**src/rtl/regfile_wb_arbiter.sv**
```systemverilog
// Two-requester register-file writeback arbiter, one single-entry buffer per requester; round-robin on conflict.
// Latency: accept at edge N, wr_en in cycle N+1 when winning; ready_x = buffer empty or draining this cycle.
module regfile_wb_arbiter (
    input  logic        clk,
    input  logic        rst,
    input  logic        valid_a,
    input  logic [3:0]  rd_a,
    input  logic [15:0] data_a,
    output logic        ready_a,
    input  logic        valid_b,
    input  logic [3:0]  rd_b,
    input  logic [15:0] data_b,
    output logic        ready_b,
    output logic [15:0] wr_en,
    output logic [15:0] wr_data,
    output logic [15:0] pending,
    output logic        last_gnt
);

    logic        buf_vld_a_q, buf_vld_a_d;
    logic [3:0]  buf_rd_a_q,  buf_rd_a_d;
    logic [15:0] buf_dat_a_q, buf_dat_a_d;
    logic        buf_vld_b_q, buf_vld_b_d;
    logic [3:0]  buf_rd_b_q,  buf_rd_b_d;
    logic [15:0] buf_dat_b_q, buf_dat_b_d;
    logic        last_gnt_q,  last_gnt_d;

    logic commit_a, commit_b;
    logic acc_a, acc_b;

    always_comb begin
        // On conflict the requester that did not win last time goes first.
        commit_a = buf_vld_a_q & (~buf_vld_b_q | last_gnt_q);
        commit_b = buf_vld_b_q & (~buf_vld_a_q | ~last_gnt_q);

        ready_a = rst & (~buf_vld_a_q | commit_a);
        ready_b = rst & (~buf_vld_b_q | commit_b);
        acc_a   = valid_a & ready_a;
        acc_b   = valid_b & ready_b;

        buf_vld_a_d = buf_vld_a_q & ~commit_a;
        buf_rd_a_d  = buf_rd_a_q;
        buf_dat_a_d = buf_dat_a_q;
        if (acc_a) begin
            buf_vld_a_d = (rd_a != 4'd0);
            buf_rd_a_d  = rd_a;
            buf_dat_a_d = data_a;
        end

        buf_vld_b_d = buf_vld_b_q & ~commit_b;
        buf_rd_b_d  = buf_rd_b_q;
        buf_dat_b_d = buf_dat_b_q;
        if (acc_b) begin
            buf_vld_b_d = (rd_b != 4'd0);
            buf_rd_b_d  = rd_b;
            buf_dat_b_d = data_b;
        end

        last_gnt_d = last_gnt_q;
        if (commit_a)      last_gnt_d = 1'b0;
        else if (commit_b) last_gnt_d = 1'b1;

        wr_en   = '0;
        wr_data = '0;
        if (commit_a) begin
            wr_en[buf_rd_a_q] = 1'b1;
            wr_data           = buf_dat_a_q;
        end else if (commit_b) begin
            wr_en[buf_rd_b_q] = 1'b1;
            wr_data           = buf_dat_b_q;
        end

        pending = '0;
        for (int r = 1; r < 16; r++) begin
            pending[r] = (buf_vld_a_q && (buf_rd_a_q == 4'(r)))
                       | (buf_vld_b_q && (buf_rd_b_q == 4'(r)));
        end
    end

    assign last_gnt = last_gnt_q;

    always_ff @(posedge clk or negedge rst) begin
        if (!rst) begin
            buf_vld_a_q <= 1'b0;
            buf_rd_a_q  <= '0;
            buf_dat_a_q <= '0;
            buf_vld_b_q <= 1'b0;
            buf_rd_b_q  <= '0;
            buf_dat_b_q <= '0;
            last_gnt_q  <= 1'b1;
        end else begin
            buf_vld_a_q <= buf_vld_a_d;
            buf_rd_a_q  <= buf_rd_a_d;
            buf_dat_a_q <= buf_dat_a_d;
            buf_vld_b_q <= buf_vld_b_d;
            buf_rd_b_q  <= buf_rd_b_d;
            buf_dat_b_q <= buf_dat_b_d;
            last_gnt_q  <= last_gnt_d;
        end
    end

endmodule

```
**config.mk**
```make
export PLATFORM = sky130hd
export DESIGN_NAME = regfile_wb_arbiter
export DESIGN_NICKNAME = d
export VERILOG_FILES = /design/src/rtl/regfile_wb_arbiter.sv
export SDC_FILE = /design/constraint.sdc
export NUM_CORES = 1
export LEC_CHECK = 0
export CAP_MARGIN = 20
export CORE_MARGIN = 4
export CORE_UTILIZATION = 40
export CTS_CLUSTER_SIZE = 12
export DETAILED_ROUTE_END_ITERATION = 10
export PLACE_DENSITY = 0.75
export SYNTH_ARGS = -nofsm -noshare
export SYNTH_HDL_FRONTEND = slang
export SYNTH_SLANG_ARGS = --single-unit
```
**constraint.sdc**
```tcl
create_clock -name clk -period 1.9 [get_ports clk]
set_input_delay 0.475 -clock clk [delete_from_list [all_inputs] [get_ports clk]]
set_output_delay 0.475 -clock clk [all_outputs]
set_load 0.02 [all_outputs]
```
==> metrics.md <==
| Metric | Value |
|---|---|
| Initial antenna violation count | 0 |
| Routed vias/inst | 5.45 |
| Area leader, netlist | dfrtp_1 |
| H-Tree Depth | 2 |
| Row cnt | 27 |
| Post-synthesis cell area | 0.00239 mm² |
| Area occupied by multi-input gates | 0.00159 mm² |
| DP Worst Slack | -0.322 ns |
| Top area cells in the synthesized netlist | dfrtp_1, mux2_4, o22ai_1 |
| Final Core Density | 74.8% |
| Crit path required time | 1.42 ns |
| Worst-path fanout max | 7 |
| Sequential Area | 0.00108 mm² |
| DRC | 0 |
| Vias | 2,212 |
| Failing checks | setup timing |
| Share of cells above drive strength 1 | 62.9% |
| Ys Warns | 0 |
| Slew headroom | 64.2% |
| Switch share | 33.9% |
| Tot GR Track Use | 20.3% |
| Total chip power | 3130 µW |
| Fin. max-slew vios | 0 |
| Leak | 0.00183 µW |
| Synth Register Bits | 43 |
| Clock Sinks | 43 |
| DIE AREA | 0.00727 mm² |
| 1st-iter DRT viols | 60 |
| Post-route clock skew | 0.00604 ns |
| Final Setup Violations | 44 |
| Flop pwr share | 37.5% |
| WP buf/inv | 2 |
| Core area | 0.00564 mm² |
| Sequential share of the synthesized area | 45.1% |
| Largest net degree at the start of global routing | 44 |
| Post-Syn Instances | 191 |
| Antenna-violating nets left | 0 |
| Post-DP HPWL | 5020 µm |
| CTS max path bufs | 2 |
| Global placer's final weighted congestion | 0.874 |
| WL final | 7880 µm |
| Crit-path slowest cell | or3b_4 |
| Cells along the critical path | buf_6 > or3b_4 > o22ai_1 > buf_4 |
| Hold Slack | 0.413 ns |
| Clock power frac | 17.8% |
| Setup ws final | -0.216 ns |
| CTS tree | done |
| Top Ports | 95 |
| IO buf count | 93 |
| Share of Yosys cell area claimed by the top area cell type | 44.0% |
| Reg clk slew, reported paths | 0.08 ns |
| Synth-to-layout area growth | 76.9% |
| Comb pwr share | 44.7% |
| Layout fillers | 360 |
| Average wire per standard cell | 19.4 µm |
| WS Path Type | register to primary output |
| Power Internal | 2070 µW |
| First-pass GRT wire length | 12,000 µm |
| RSZ-0062 raised after global routing | true |
| PD cells | 741 mW/mm² |
| Synth Area per Inst | 12.5 µm² |
| NetSw | 1060 µW |
| R2R depth | 6 |
| GRT Residual Overflow | 0 |
| Die H | 85.2 µm |
| Final period util | 111% |
| Hold Buf Count CTS | 0 |
| Tmin final | 2.12 ns |
| Endpoint type of the worst setup path | primary output |
| Max Freq | 473 MHz |
| Synthesized net count | 235 |
| Nets | 377 |
| Vias in the first global route | 2,426 |
| Worst Hold Class | input port to asynchronous set/reset pin |
| Starting Density | 42.3% |
| Placed Area | 0.00359 mm² |
| VDD IR max | 0.564 mV |
| Fin. Hold Viols | 0 |
| Chip width | 85.2 µm |
| Worst setup SP type | register |
| DRT Pass-1 Iters | 4 |
| Num CTS Buffers | 5 |
| CP peak stage delay | 0.46 ns |
| WP depth | 4 |
| Ant. Diodes | 0 |
| Max_cap viols | 0 |
| Crit path max-delay family | simple AND/OR/NAND/NOR gates |
| Synth cell types | 30 |
| Latest clock arrival within the worst-skew pair | 0.29 ns |
| Status | finished, violations left |
| CP arrival | 1.64 ns |
| Worst-margin pin slew | 0.537 ns |
| Finished layout cell area | 0.00422 mm² |
| Root Driver | clkbuf_8 |
==> cell usage after synthesis <==
cell	instances
nand3_1	4
a22o_1	16
clkbuf_1	1
inv_1	1
nor4_1	2
nand2b_4	1
nand3_2	1
nor2_1	1
o22ai_1	30
or2b_1	1
or3b_1	1
dfstp_2	1
nand3b_1	5
or2_2	2
dfrtp_1	42
nand2_1	6
mux2_2	16
buf_2	1
nand2_2	1
and2_1	3
or2_1	1
o21ai_0	3
buf_4	1
conb_1	1
and2_4	1
buf_6	9
nor2b_4	2
mux2_4	24
nand2b_1	12
o32ai_1	1
==> kinds of logic after synthesis <==
kind of cell / Yosys count / synth area share, %
AOI/OAI and AO/OA: 50 / 14.7
buffers and inverters: 13 / 5.09
DFF: 43 / 45.1
muxes: 40 / 22.7
other: 1 / 0.157
and+or+nand+nor: 44 / 12.2
==> metrics by stage <==
step	setup TNS (ns)	instances
6_report	-5.26	406
5_1_grt	-7.93	406
4_1_cts	-3.81	395
3_5_place_dp	-12.50	378
3_3_place_gp	-11.81	378
2_1_floorplan	0	191
==> placed cells by master (no fill, tap or decap), types with 2 or more instances in the layout <==
cell type and instances:
nand2_2 5, buf_2 14, and2_1 2, mux2_4 24, or2_4 2, o22ai_4 12
nand3b_1 5, nand2b_1 4, a22o_1 16, mux2_2 16, buf_4 45, o22ai_1 2
clkinv_2 3, nand2b_4 8, clkbuf_8 5, nand3_4 2, nor2b_4 2, buf_12 5
buf_6 39, nand3_2 2, nor4_1 2, o21ai_0 3, dfrtp_1 41, nand2_1 2
o22ai_2 16, clkdlybuf4s50_1 42, and2_4 3
==> power groups by stage <==
stage	Clock (µW)	Combinational [µW]	Sequential, µW
5_1_grt	615	1480	1190
6_report	557	1400	1170
3_5_place_dp	0	1110	1180
3_3_place_gp	0	1090	1170
4_1_cts	577	1200	1170
2_1_floorplan	0	598	1170
==> worst min-delay path: stages <==
cell   delay [ns]
buf_2        0.12
buf_4        0.11
buf_4        0.45
==> layer usage <==
metal | share of wire, % | GRT usage [%] | vias to the layer above | routed length, µm
met1 | 39 | 23.4 | 1096 | 3050
met5 | 0 | 0 | - | 0
met3 | 7.3 | 6.70 | 16 | 573
met4 | 2.5 | 4.89 | 0 | 199
li1 | - | - | 1003 | -
met2 | 51 | 36.4 | 97 | 4050
==> repair_timing <==
action,CTS,global route
gates cloned,1,0
endpoints found under the setup margin,50,48
resized for setup,282,59
pin swaps,11,11
buffers inserted,8,11
==> final timing paths <==
kind / startpoint / endpoint / slack, ns
min in group clk: buf_dat_b_q[6]$_DFFE_PN0P_ / buf_dat_b_q[6]$_DFFE_PN0P_ / 0.52
max in group asynchronous: rst / buf_vld_b_q$_DFF_PN0_ / 1.09
worst max-delay path: buf_vld_a_q$_DFF_PN0_ / pending[2] / -0.22
worst min register to register: buf_dat_b_q[6]$_DFFE_PN0P_ / buf_dat_b_q[6]$_DFFE_PN0P_ / 0.52
worst max register to register: last_gnt$_DFFE_PN1P_ / buf_dat_a_q[15]$_DFFE_PN0P_ / 0.17
worst min-delay path: rst / buf_dat_a_q[3]$_DFFE_PN0P_ / 0.41
==> flip-flops by register name, summed over array words and instances (netlist names) <==
signal and count:
buf_vld_b_q 1, buf_rd_b_q 4, buf_dat_b_q 16, last_gnt 1
buf_dat_a_q 16, buf_vld_a_q 1, buf_rd_a_q 4
==> layout make-up <==
class	count	share of cell area, %
Timing Repair Buffer	146	32.6
Clock inverter	3	0.356
Multi-Input combinational cell	136	37.6
Clock buffer	5	1.63
Inverter	1	0.0889
Sequential cell	43	25.5
Tap cell	72	2.13
Note: power is estimated with default switching activity, not from simulation.
